## config.mk

```make
export PLATFORM = sky130hd
export DESIGN_NAME = alu_ex_stage_flat
export DESIGN_NICKNAME = d
export VERILOG_FILES = /design/src/rtl/cpu_types_pkg.sv /design/src/rtl/alu_ex_stage_if.sv /design/src/rtl/alu_ex_stage_forward_unit.sv /design/src/rtl/alu_ex_stage.sv /design/src/flat_wrapper.sv
export SDC_FILE = /design/constraint.sdc
export NUM_CORES = 1
export LEC_CHECK = 0
export BUFFER_PORTS_ARGS = -buffer_cell sky130_fd_sc_hd__buf_4
export CAP_MARGIN = 15
export CORE_AREA = 4 4 144 146
export CTS_CLUSTER_SIZE = 30
export DETAILED_ROUTE_END_ITERATION = 10
export DIE_AREA = 0 0 148 150
export PLACE_DENSITY_LB_ADDON = 0.3
export RECOVER_POWER = 50
export SETUP_SLACK_MARGIN = 0.05
export SYNTH_ARGS = -nofsm -noshare
export SYNTH_HDL_FRONTEND = slang
export SYNTH_SLANG_ARGS = --single-unit
```

## constraint.sdc

```tcl
create_clock -name clk -period 5.2 [get_ports clk]
set_input_delay 0.52 -clock clk [delete_from_list [all_inputs] [get_ports clk]]
set_output_delay 0.52 -clock clk [all_outputs]
set_load 0.005 [all_outputs]
```

## src/rtl/cpu_types_pkg.sv

```systemverilog
// Shared datapath types for the execute stage: word/register widths, ALU opcodes,
// the EX-stage FSM states and the latched ID/EX bundle.
package cpu_types_pkg;

  typedef logic [31:0] word_t;
  typedef logic [4:0]  regbits_t;

  typedef enum logic [3:0] {
    ALU_SLL  = 4'd0,
    ALU_SRL  = 4'd1,
    ALU_ADD  = 4'd2,
    ALU_SUB  = 4'd3,
    ALU_AND  = 4'd4,
    ALU_OR   = 4'd5,
    ALU_XOR  = 4'd6,
    ALU_NOR  = 4'd7,
    ALU_SLT  = 4'd8,
    ALU_SLTU = 4'd9
  } aluop_t;

  typedef enum logic {
    RUN  = 1'b0,
    TRAP = 1'b1
  } exstate_t;

  typedef struct packed {
    logic     valid;
    aluop_t   aluop;
    regbits_t rs;
    regbits_t rt;
    word_t    rs_val;
    word_t    rt_val;
    word_t    imm;
    logic     alusrc;
    regbits_t rd;
    logic     regwen;
    logic     ovf_chk;
  } idex_t;

  localparam idex_t IDEX_RESET = '{
    valid:   1'b0,
    aluop:   ALU_ADD,
    rs:      5'd0,
    rt:      5'd0,
    rs_val:  32'd0,
    rt_val:  32'd0,
    imm:     32'd0,
    alusrc:  1'b0,
    rd:      5'd0,
    regwen:  1'b0,
    ovf_chk: 1'b0
  };

  // Register 0 is hardwired to zero, so it can never be a forwarding target.
  function automatic logic fwd_hit(logic src_wen, regbits_t src_rd, regbits_t rs);
    return src_wen && (src_rd == rs) && (rs != 5'd0);
  endfunction

endpackage

```

## src/rtl/alu_ex_stage_if.sv

```systemverilog
// Bundle of ID/EX inputs, forwarding sources, ALU ports and EX/MEM outputs
// around the execute stage.
interface alu_ex_stage_if;
  import cpu_types_pkg::*;

  logic     id_valid;
  logic     id_ready;
  aluop_t   id_aluop;
  regbits_t id_rs;
  regbits_t id_rt;
  word_t    id_rs_val;
  word_t    id_rt_val;
  word_t    id_imm;
  logic     id_alusrc;
  regbits_t id_rd;
  logic     id_regwen;
  logic     id_ovf_chk;

  logic     mem_regwen;
  logic     wb_regwen;
  regbits_t mem_rd;
  regbits_t wb_rd;
  word_t    mem_val;
  word_t    wb_val;

  logic     stall;
  logic     flush;

  word_t    alu_porta;
  word_t    alu_portb;
  aluop_t   alu_op;
  word_t    alu_out;
  logic     alu_neg;
  logic     alu_zero;
  logic     alu_over;

  logic     ex_valid;
  word_t    ex_result;
  regbits_t ex_rd;
  logic     ex_regwen;
  logic     ex_zero;
  logic     ex_neg;
  logic     ex_ovf_exc;

  modport master (
    output id_valid, id_aluop, id_rs, id_rt, id_rs_val, id_rt_val, id_imm,
           id_alusrc, id_rd, id_regwen, id_ovf_chk,
           mem_regwen, wb_regwen, mem_rd, wb_rd, mem_val, wb_val,
           stall, flush, alu_out, alu_neg, alu_zero, alu_over,
    input  id_ready, alu_porta, alu_portb, alu_op,
           ex_valid, ex_result, ex_rd, ex_regwen, ex_zero, ex_neg, ex_ovf_exc
  );

  modport slave (
    input  id_valid, id_aluop, id_rs, id_rt, id_rs_val, id_rt_val, id_imm,
           id_alusrc, id_rd, id_regwen, id_ovf_chk,
           mem_regwen, wb_regwen, mem_rd, wb_rd, mem_val, wb_val,
           stall, flush, alu_out, alu_neg, alu_zero, alu_over,
    output id_ready, alu_porta, alu_portb, alu_op,
           ex_valid, ex_result, ex_rd, ex_regwen, ex_zero, ex_neg, ex_ovf_exc
  );

endinterface

```

## src/rtl/alu_ex_stage_forward_unit.sv

```systemverilog
// Combinational operand bypass: picks MEM, then WB, then the latched register
// value for one source operand.
module forward_unit
  import cpu_types_pkg::*;
(
  input  regbits_t src_reg,
  input  word_t    src_val,
  input  logic     mem_regwen,
  input  regbits_t mem_rd,
  input  word_t    mem_val,
  input  logic     wb_regwen,
  input  regbits_t wb_rd,
  input  word_t    wb_val,
  output word_t    fwd_val
);

  always_comb begin
    fwd_val = src_val;
    // MEM holds the younger result, so it wins over WB.
    if (fwd_hit(mem_regwen, mem_rd, src_reg)) begin
      fwd_val = mem_val;
    end else if (fwd_hit(wb_regwen, wb_rd, src_reg)) begin
      fwd_val = wb_val;
    end
  end

endmodule

```

## src/rtl/alu_ex_stage.sv

```systemverilog
// Execute stage: ID/EX latch, operand forwarding, ALU drive, EX/MEM capture and
// a sticky signed-overflow trap that blocks the pipe until flush.
module alu_ex_stage
  import cpu_types_pkg::*;
(
  input logic           clk,
  input logic           rst,
  alu_ex_stage_if.slave bus
);

  exstate_t state_reg, state_next;
  idex_t    idex_reg;
  idex_t    idex_load;
  logic     advance;
  logic     trap_fire;

  logic     ex_valid_reg;
  word_t    ex_result_reg;
  regbits_t ex_rd_reg;
  logic     ex_regwen_reg;
  logic     ex_zero_reg;
  logic     ex_neg_reg;
  logic     ex_ovf_exc_reg;

  regbits_t opnd_reg [2];
  word_t    opnd_val [2];
  word_t    opnd_fwd [2];

  assign advance   = (state_reg == RUN) && !bus.stall && !bus.flush;
  assign trap_fire = advance && idex_reg.valid && idex_reg.ovf_chk && bus.alu_over;
  assign bus.id_ready = advance;

  always_comb begin
    idex_load = '{
      valid:   bus.id_valid,
      aluop:   bus.id_aluop,
      rs:      bus.id_rs,
      rt:      bus.id_rt,
      rs_val:  bus.id_rs_val,
      rt_val:  bus.id_rt_val,
      imm:     bus.id_imm,
      alusrc:  bus.id_alusrc,
      rd:      bus.id_rd,
      regwen:  bus.id_regwen,
      ovf_chk: bus.id_ovf_chk
    };
  end

  always_ff @(posedge clk or posedge rst) begin
    if (rst) begin
      state_reg <= RUN;
    end else begin
      state_reg <= state_next;
    end
  end

  always_comb begin
    state_next = state_reg;
    case (state_reg)
      RUN:     if (trap_fire) state_next = TRAP;
      TRAP:    if (bus.flush) state_next = RUN;
      default: state_next = RUN;
    endcase
  end

  // The op younger than a trapping one is dropped rather than held.
  always_ff @(posedge clk or posedge rst) begin
    if (rst) begin
      idex_reg <= IDEX_RESET;
    end else if (bus.flush) begin
      idex_reg.valid <= 1'b0;
    end else if (advance) begin
      if (trap_fire) begin
        idex_reg.valid <= 1'b0;
      end else begin
        idex_reg <= idex_load;
      end
    end
  end

  always_ff @(posedge clk or posedge rst) begin
    if (rst) begin
      ex_valid_reg   <= 1'b0;
      ex_result_reg  <= '0;
      ex_rd_reg      <= '0;
      ex_regwen_reg  <= 1'b0;
      ex_zero_reg    <= 1'b0;
      ex_neg_reg     <= 1'b0;
      ex_ovf_exc_reg <= 1'b0;
    end else if (bus.flush) begin
      ex_valid_reg   <= 1'b0;
      ex_regwen_reg  <= 1'b0;
      ex_ovf_exc_reg <= 1'b0;
    end else if (advance) begin
      ex_valid_reg   <= idex_reg.valid;
      ex_result_reg  <= bus.alu_out;
      ex_rd_reg      <= idex_reg.rd;
      ex_regwen_reg  <= idex_reg.regwen && !trap_fire;
      ex_zero_reg    <= bus.alu_zero;
      ex_neg_reg     <= bus.alu_neg;
      ex_ovf_exc_reg <= trap_fire;
    end else if (state_reg == TRAP) begin
      // The trapping op is presented downstream for exactly one cycle.
      ex_valid_reg <= 1'b0;
    end
  end

  assign opnd_reg[0] = idex_reg.rs;
  assign opnd_reg[1] = idex_reg.rt;
  assign opnd_val[0] = idex_reg.rs_val;
  assign opnd_val[1] = idex_reg.rt_val;

  generate
    for (genvar gi = 0; gi < 2; gi++) begin : g_fwd
      forward_unit u_fwd (
        .src_reg    (opnd_reg[gi]),
        .src_val    (opnd_val[gi]),
        .mem_regwen (bus.mem_regwen),
        .mem_rd     (bus.mem_rd),
        .mem_val    (bus.mem_val),
        .wb_regwen  (bus.wb_regwen),
        .wb_rd      (bus.wb_rd),
        .wb_val     (bus.wb_val),
        .fwd_val    (opnd_fwd[gi])
      );
    end
  endgenerate

  assign bus.alu_porta = opnd_fwd[0];
  assign bus.alu_portb = idex_reg.alusrc ? idex_reg.imm : opnd_fwd[1];
  assign bus.alu_op    = idex_reg.aluop;

  assign bus.ex_valid   = ex_valid_reg;
  assign bus.ex_result  = ex_result_reg;
  assign bus.ex_rd      = ex_rd_reg;
  assign bus.ex_regwen  = ex_regwen_reg;
  assign bus.ex_zero    = ex_zero_reg;
  assign bus.ex_neg     = ex_neg_reg;
  assign bus.ex_ovf_exc = ex_ovf_exc_reg;

endmodule

```

## src/flat_wrapper.sv

```systemverilog
// flat-port wrapper written by rule: the top's interface ports become plain ports
module alu_ex_stage_flat import cpu_types_pkg::*;
  (clk, rst, bus_id_valid, bus_id_aluop, bus_id_rs, bus_id_rt, bus_id_rs_val, bus_id_rt_val, bus_id_imm, bus_id_alusrc, bus_id_rd, bus_id_regwen, bus_id_ovf_chk, bus_mem_regwen, bus_wb_regwen, bus_mem_rd, bus_wb_rd, bus_mem_val, bus_wb_val, bus_stall, bus_flush, bus_alu_out, bus_alu_neg, bus_alu_zero, bus_alu_over, bus_id_ready, bus_alu_porta, bus_alu_portb, bus_alu_op, bus_ex_valid, bus_ex_result, bus_ex_rd, bus_ex_regwen, bus_ex_zero, bus_ex_neg, bus_ex_ovf_exc);
  alu_ex_stage_if bus_i ();
  input logic clk;
  input logic rst;
  input wire logic [$bits(bus_i.id_valid)-1:0] bus_id_valid;
  input wire logic [$bits(bus_i.id_aluop)-1:0] bus_id_aluop;
  input wire logic [$bits(bus_i.id_rs)-1:0] bus_id_rs;
  input wire logic [$bits(bus_i.id_rt)-1:0] bus_id_rt;
  input wire logic [$bits(bus_i.id_rs_val)-1:0] bus_id_rs_val;
  input wire logic [$bits(bus_i.id_rt_val)-1:0] bus_id_rt_val;
  input wire logic [$bits(bus_i.id_imm)-1:0] bus_id_imm;
  input wire logic [$bits(bus_i.id_alusrc)-1:0] bus_id_alusrc;
  input wire logic [$bits(bus_i.id_rd)-1:0] bus_id_rd;
  input wire logic [$bits(bus_i.id_regwen)-1:0] bus_id_regwen;
  input wire logic [$bits(bus_i.id_ovf_chk)-1:0] bus_id_ovf_chk;
  input wire logic [$bits(bus_i.mem_regwen)-1:0] bus_mem_regwen;
  input wire logic [$bits(bus_i.wb_regwen)-1:0] bus_wb_regwen;
  input wire logic [$bits(bus_i.mem_rd)-1:0] bus_mem_rd;
  input wire logic [$bits(bus_i.wb_rd)-1:0] bus_wb_rd;
  input wire logic [$bits(bus_i.mem_val)-1:0] bus_mem_val;
  input wire logic [$bits(bus_i.wb_val)-1:0] bus_wb_val;
  input wire logic [$bits(bus_i.stall)-1:0] bus_stall;
  input wire logic [$bits(bus_i.flush)-1:0] bus_flush;
  input wire logic [$bits(bus_i.alu_out)-1:0] bus_alu_out;
  input wire logic [$bits(bus_i.alu_neg)-1:0] bus_alu_neg;
  input wire logic [$bits(bus_i.alu_zero)-1:0] bus_alu_zero;
  input wire logic [$bits(bus_i.alu_over)-1:0] bus_alu_over;
  output wire logic [$bits(bus_i.id_ready)-1:0] bus_id_ready;
  output wire logic [$bits(bus_i.alu_porta)-1:0] bus_alu_porta;
  output wire logic [$bits(bus_i.alu_portb)-1:0] bus_alu_portb;
  output wire logic [$bits(bus_i.alu_op)-1:0] bus_alu_op;
  output wire logic [$bits(bus_i.ex_valid)-1:0] bus_ex_valid;
  output wire logic [$bits(bus_i.ex_result)-1:0] bus_ex_result;
  output wire logic [$bits(bus_i.ex_rd)-1:0] bus_ex_rd;
  output wire logic [$bits(bus_i.ex_regwen)-1:0] bus_ex_regwen;
  output wire logic [$bits(bus_i.ex_zero)-1:0] bus_ex_zero;
  output wire logic [$bits(bus_i.ex_neg)-1:0] bus_ex_neg;
  output wire logic [$bits(bus_i.ex_ovf_exc)-1:0] bus_ex_ovf_exc;
  assign bus_i.id_valid = bus_id_valid;
  assign bus_i.id_aluop = bus_id_aluop;
  assign bus_i.id_rs = bus_id_rs;
  assign bus_i.id_rt = bus_id_rt;
  assign bus_i.id_rs_val = bus_id_rs_val;
  assign bus_i.id_rt_val = bus_id_rt_val;
  assign bus_i.id_imm = bus_id_imm;
  assign bus_i.id_alusrc = bus_id_alusrc;
  assign bus_i.id_rd = bus_id_rd;
  assign bus_i.id_regwen = bus_id_regwen;
  assign bus_i.id_ovf_chk = bus_id_ovf_chk;
  assign bus_i.mem_regwen = bus_mem_regwen;
  assign bus_i.wb_regwen = bus_wb_regwen;
  assign bus_i.mem_rd = bus_mem_rd;
  assign bus_i.wb_rd = bus_wb_rd;
  assign bus_i.mem_val = bus_mem_val;
  assign bus_i.wb_val = bus_wb_val;
  assign bus_i.stall = bus_stall;
  assign bus_i.flush = bus_flush;
  assign bus_i.alu_out = bus_alu_out;
  assign bus_i.alu_neg = bus_alu_neg;
  assign bus_i.alu_zero = bus_alu_zero;
  assign bus_i.alu_over = bus_alu_over;
  assign bus_id_ready = bus_i.id_ready;
  assign bus_alu_porta = bus_i.alu_porta;
  assign bus_alu_portb = bus_i.alu_portb;
  assign bus_alu_op = bus_i.alu_op;
  assign bus_ex_valid = bus_i.ex_valid;
  assign bus_ex_result = bus_i.ex_result;
  assign bus_ex_rd = bus_i.ex_rd;
  assign bus_ex_regwen = bus_i.ex_regwen;
  assign bus_ex_zero = bus_i.ex_zero;
  assign bus_ex_neg = bus_i.ex_neg;
  assign bus_ex_ovf_exc = bus_i.ex_ovf_exc;
  alu_ex_stage u_core (.clk(clk), .rst(rst), .bus(bus_i));
endmodule
```

# Word level (Yosys, flattened, before mapping)
# Index checks and enable logic that the tools add are counted.
# word_totals
wordCells	68
out_inout_bits	111
mem_bits_rw	0
n_memories	0
register_bits	162
latch_bits	0
romBits	0
# classes
muxes	19
n_shift	0
div	0
reduce_logical	23
eq_ne	4
bitwise	3
n_lt_le_gt_ge	0
mul	0
n_addsub	0
# op_table
op	n
$mux 32	5
$mux 119	1
$mux 118	1
$eq 5x5->1	4
$logic_and 1x1->1	14
$mux 1	11
$reduce_bool 5->1	2
$logic_not 1->1	3
$not 1->1	3
$reduce_and 3->1	1
$reduce_bool 3->1	1
$pmux 1 s2	1
$reduce_and 2->1	1
$reduce_bool 2->1	1

# Logic depth before layout (Yosys ltp)
# logic_depth
depth_word	10
ltp_mapped	7
mapped_depth_nobuf	4

# Hierarchy
# From an unflattened synthesis, not the netlist that was laid out.
# hier_totals
cells_unflattened	790
hier_area_um2	8635.8
# modules_own_cells
mod	n_inst	seq_area_each_um2	cells_each	area_each_um2
alu_ex_stage	1	4055.1	394	6428.7
forward_unit	2	0.0	198	1103.6

# Least setup slack after synthesis
# OpenSTA, ideal clock, no wires.
# synth_timing
path_type	input-to-output
startpoint	input bus_wb_rd[4]
endpoint	output bus_alu_portb[10]
arrival_time_ns	1.656
path_stages	5
required_ns	4.680
path_buffers	1
path_slack_ns	3.024
path_cell_list	or2_2 -> o21ai_1 -> clkbuf_1 -> nand4_1 -> a31oi_1
# synth_via
elab_chain_len	6
# synth_lines
element	line	source
start, declared	flat_wrapper.sv:21	input wire logic [$bits(bus_i.wb_rd)-1:0] bus_wb_rd;
$eq 5x5->1	cpu_types_pkg.sv:56	return src_wen && (src_rd == rs) && (rs != 5'd0);
$logic_and 1x1->1 (2 in a row)	cpu_types_pkg.sv:56	
$mux 32	alu_ex_stage_forward_unit.sv:22	end else if (fwd_hit(wb_regwen, wb_rd, src_reg)) begin
$mux 32	alu_ex_stage_forward_unit.sv:20	if (fwd_hit(mem_regwen, mem_rd, src_reg)) begin
$mux 32	alu_ex_stage.sv:130	assign bus.alu_portb = idex_reg.alusrc ? idex_reg.imm : opnd_fwd[1];
end, declared	flat_wrapper.sv:32	output wire logic [$bits(bus_i.alu_portb)-1:0] bus_alu_portb;
# Every way passes these cells.

# Worst setup path after layout
# layout_timing
startpoint	register u_core.idex_reg[104] (netlist bit)
endpoint	output bus_alu_portb[17]
# layout_via
elab_chain_len	6
# layout_lines
element	line	source
start, declared	alu_ex_stage.sv:12	idex_t idex_reg;
start signal, assigned	alu_ex_stage.sv:76	idex_reg <= idex_load;
$eq 5x5->1	cpu_types_pkg.sv:56	
$logic_and 1x1->1 (2 in a row)	cpu_types_pkg.sv:56	
$mux 32	alu_ex_stage_forward_unit.sv:22	
$mux 32 (*)	alu_ex_stage_forward_unit.sv:20	
$mux 32 (*)	alu_ex_stage.sv:130	
# Every way passes the cells marked *; elsewhere a longest branch is shown, timed or not.

==> out/metrics.cfg <==
[die]
rows = 51
die_y_um = 150
pin_count = 345
die_w_um = 148
initial_core_util_pct = 43.6
fp.dieArea_um2 = 22200
core_um2 = 19400

[logic_synthesis]
ys_types = 38
async_flop_share_pct = 100
synth_edf_count = 0
avgSynthCellArea_um2 = 11.3
ys_seq_elements = 162
ys_seq_area_share_pct = 47.9
synthFlopType = dfrtp_1
syn-num-nets = 982
syn_inst = 748
yosys_warnings = 0
netlist_area_um2 = 8460

[final_layout]
nNetsFinal = 1281
fill_cells = 1695
largest_register_ffs = 115
finalNonFillerCells = 1326
area_growth_syn_to_layout_pct = 38.5
drive_above_1_share_pct = 51.8
final_core_util_pct = 60.4

[setup_path]
cpMaxStageDelayCell = o21ba_2
arrival_ps = 3290
critPathLaunchType = register
crit_top_cell = buf_4
worstSetupPathType = reg -> out
cp_top_family = compound AO/OA/AOI/OAI gates
end_kind = primary output
path_buf_inv = 2
required_ps = 4680
cp_cell_sequence = or4_4, o211ai_4, buf_4, o21ba_2, a31oi_1, buf_4
crit_fanout = 33
slowest_delay_ps = 740

[grt]
antenna_found_initial = 1
grt_pass1_vias = 7930
grt_pass1_wl_um = 44700
gr-usage-met1_pct = 31.6
grt.busiest_layer = met2
grtUsageTotal_pct = 25.9
grt_overflow = 0
grt_use_met2_pct = 42.2
use_met3_pct = 9.27
grt_max_degree = 89

[min_path]
hold_path.class = in -> reg

[timing]
setup_tns_ps = 0
fmax_mhz = 262
min_period_ps = 3810
maxSlewHeadroom_pct = -118
slew_violations = 89
final_hold_viol_count = 0
fin_crit_sh_pct = 73.3
hold_ws_ps = 304
finalClockSkew_ps = 27.6
setup_viol = 0
rsz0062_at_grt = no
tightest_slew_ps = 3270

[clock_tree]
cts_buffers = 17
clock_sinks = 162
postCtsSetupRepairBufs = 0
clk_pin_slew_ps = 70
cts_root_buf = clkbuf_16
clk_latency_ps = 430
cts_tree = yes
post_cts_resized = 0
htreeDepth = 4
cts_hold_buf = 0
cts_buffer_depth = 2

[detailed_routing]
viasPerCell = 5.78
wire_per_inst_um = 22.2
route.vias.total = 7659
dr.pass1.iters = 5
antenna_left = 0
drt_iter0_markers = 497
drt-total-wl_um = 29400
drc_errors = 0

[outcome]
violations = capacitance limit, slew limit
status = complete, but fails checks

[placement]
routabilityCongestion = 0.923
dp_hpwl_um = 21300
port_buffers = 344
place_inst = 1292

[job]
drv_cap = 1

[pwr]
p_leak_nw = 4.99
p_total_mw = 4.10
peakVddDrop_uv = 230
p_per_area_nw_per_um2 = 350

==> layout by cell type, fill, tap and decap left out, types with 4 or more instances in the layout <==
| cell type | instances |
|---|---|
| o21ai_0 | 32 |
| o41ai_1 | 32 |
| o31ai_1 | 32 |
| nand3_1 | 35 |
| a31oi_1 | 64 |
| mux2_2 | 157 |
| nand4_1 | 35 |
| clkbuf_4 | 32 |
| xnor2_1 | 19 |
| nor2_1 | 4 |
| buf_4 | 314 |
| clkbuf_16 | 17 |
| nor3_1 | 33 |
| dfrtp_1 | 160 |
| inv_6 | 4 |
| nand2b_1 | 32 |
| clkbuf_1 | 15 |
==> final timing paths <==
kind	start	endpoint	slack [ps]	depth (start not counted)
setup / recovery	u_core.idex_reg[104]	bus_alu_portb[17]	1390	6
max in group asynchronous	rst	u_core.idex_reg[7]	1760	2
hold / removal	bus_flush	u_core.state_reg	300	2
setup reg to reg	u_core.state_reg	u_core.idex_reg[49]	2330	5
min in group asynchronous	rst	u_core.bus.ex_result[9]	1280	2
hold reg to reg	u_core.idex_reg[25]	u_core.idex_reg[25]	500	1
==> layer usage <==
layer	wire (µm)	part of all wire (%)
met1	11300	39
met2	14200	48
met3	3070	10
met4	835	2.8
met5	0	0
==> synthesized netlist by cell type, types with 18 or more instances <==
cell	instances	area share, %
xnor2_1	19	2.0
mux2_2	157	21
o21ai_0	32	1.9
nand3_1	36	2.1
a31oi_1	64	4.7
nand4_1	35	2.6
buf_2	18	1.1
clkbuf_1	44	2.0
nand2b_1	32	2.4
nor3_1	33	2.0
o41ai_1	32	3.3
o31ai_1	32	2.8
dfrtp_1	161	48
==> worst register-to-register path, delay by kind of cell, from the launching register on <==
kind / cells / cell delay [ps]
AND/OR/NAND/NOR: 2 / 690
buffers and inverters: 2 / 1090
flip-flops: 1 / 490
multiplexers: 1 / 450
==> area by class of cell <==
class	count	area [µm²]	area share [%]
flip-flops and latches	162	4060	34.6
multi-input cells	503	4040	34.5
repair buffers	362	2680	22.9
clock buffers	18	439	3.75
well taps	265	332	2.83
clock inverters	14	168	1.43
inverters	1	3.75	0.0320
diodes	1	2.50	0.0213
==> stage by stage <==
stage / setup WS (ps) / area, µm²
CTS: 1210 / 11800
floorplan: 305 / 8460
finish: 1390 / 11700
detailed placement: 1670 / 11100
global placement: 1800 / 11100
global route: 971 / 11700
==> kinds of logic after synthesis <==
group	count (synthesis)	share of synthesized area, %
AOI/OAI and AO/OA	173	14.1
DFF	162	47.9
muxes	158	21.0
and+or+nand+nor	153	10.3
buffers and inverters	83	4.70
xor gates and xnor gates	19	1.97
==> power by group <==
group | internal, mW | leakage (nW) | switching (mW)
combinational | 0.624 | 2.79 | 0.582
clock | 0.738 | 0.298 | 0.557
sequential | 1.46 | 1.91 | 0.135
total | 2.83 | 4.99 | 1.27
No activity file was read; power rests on OpenSTA's default activity.
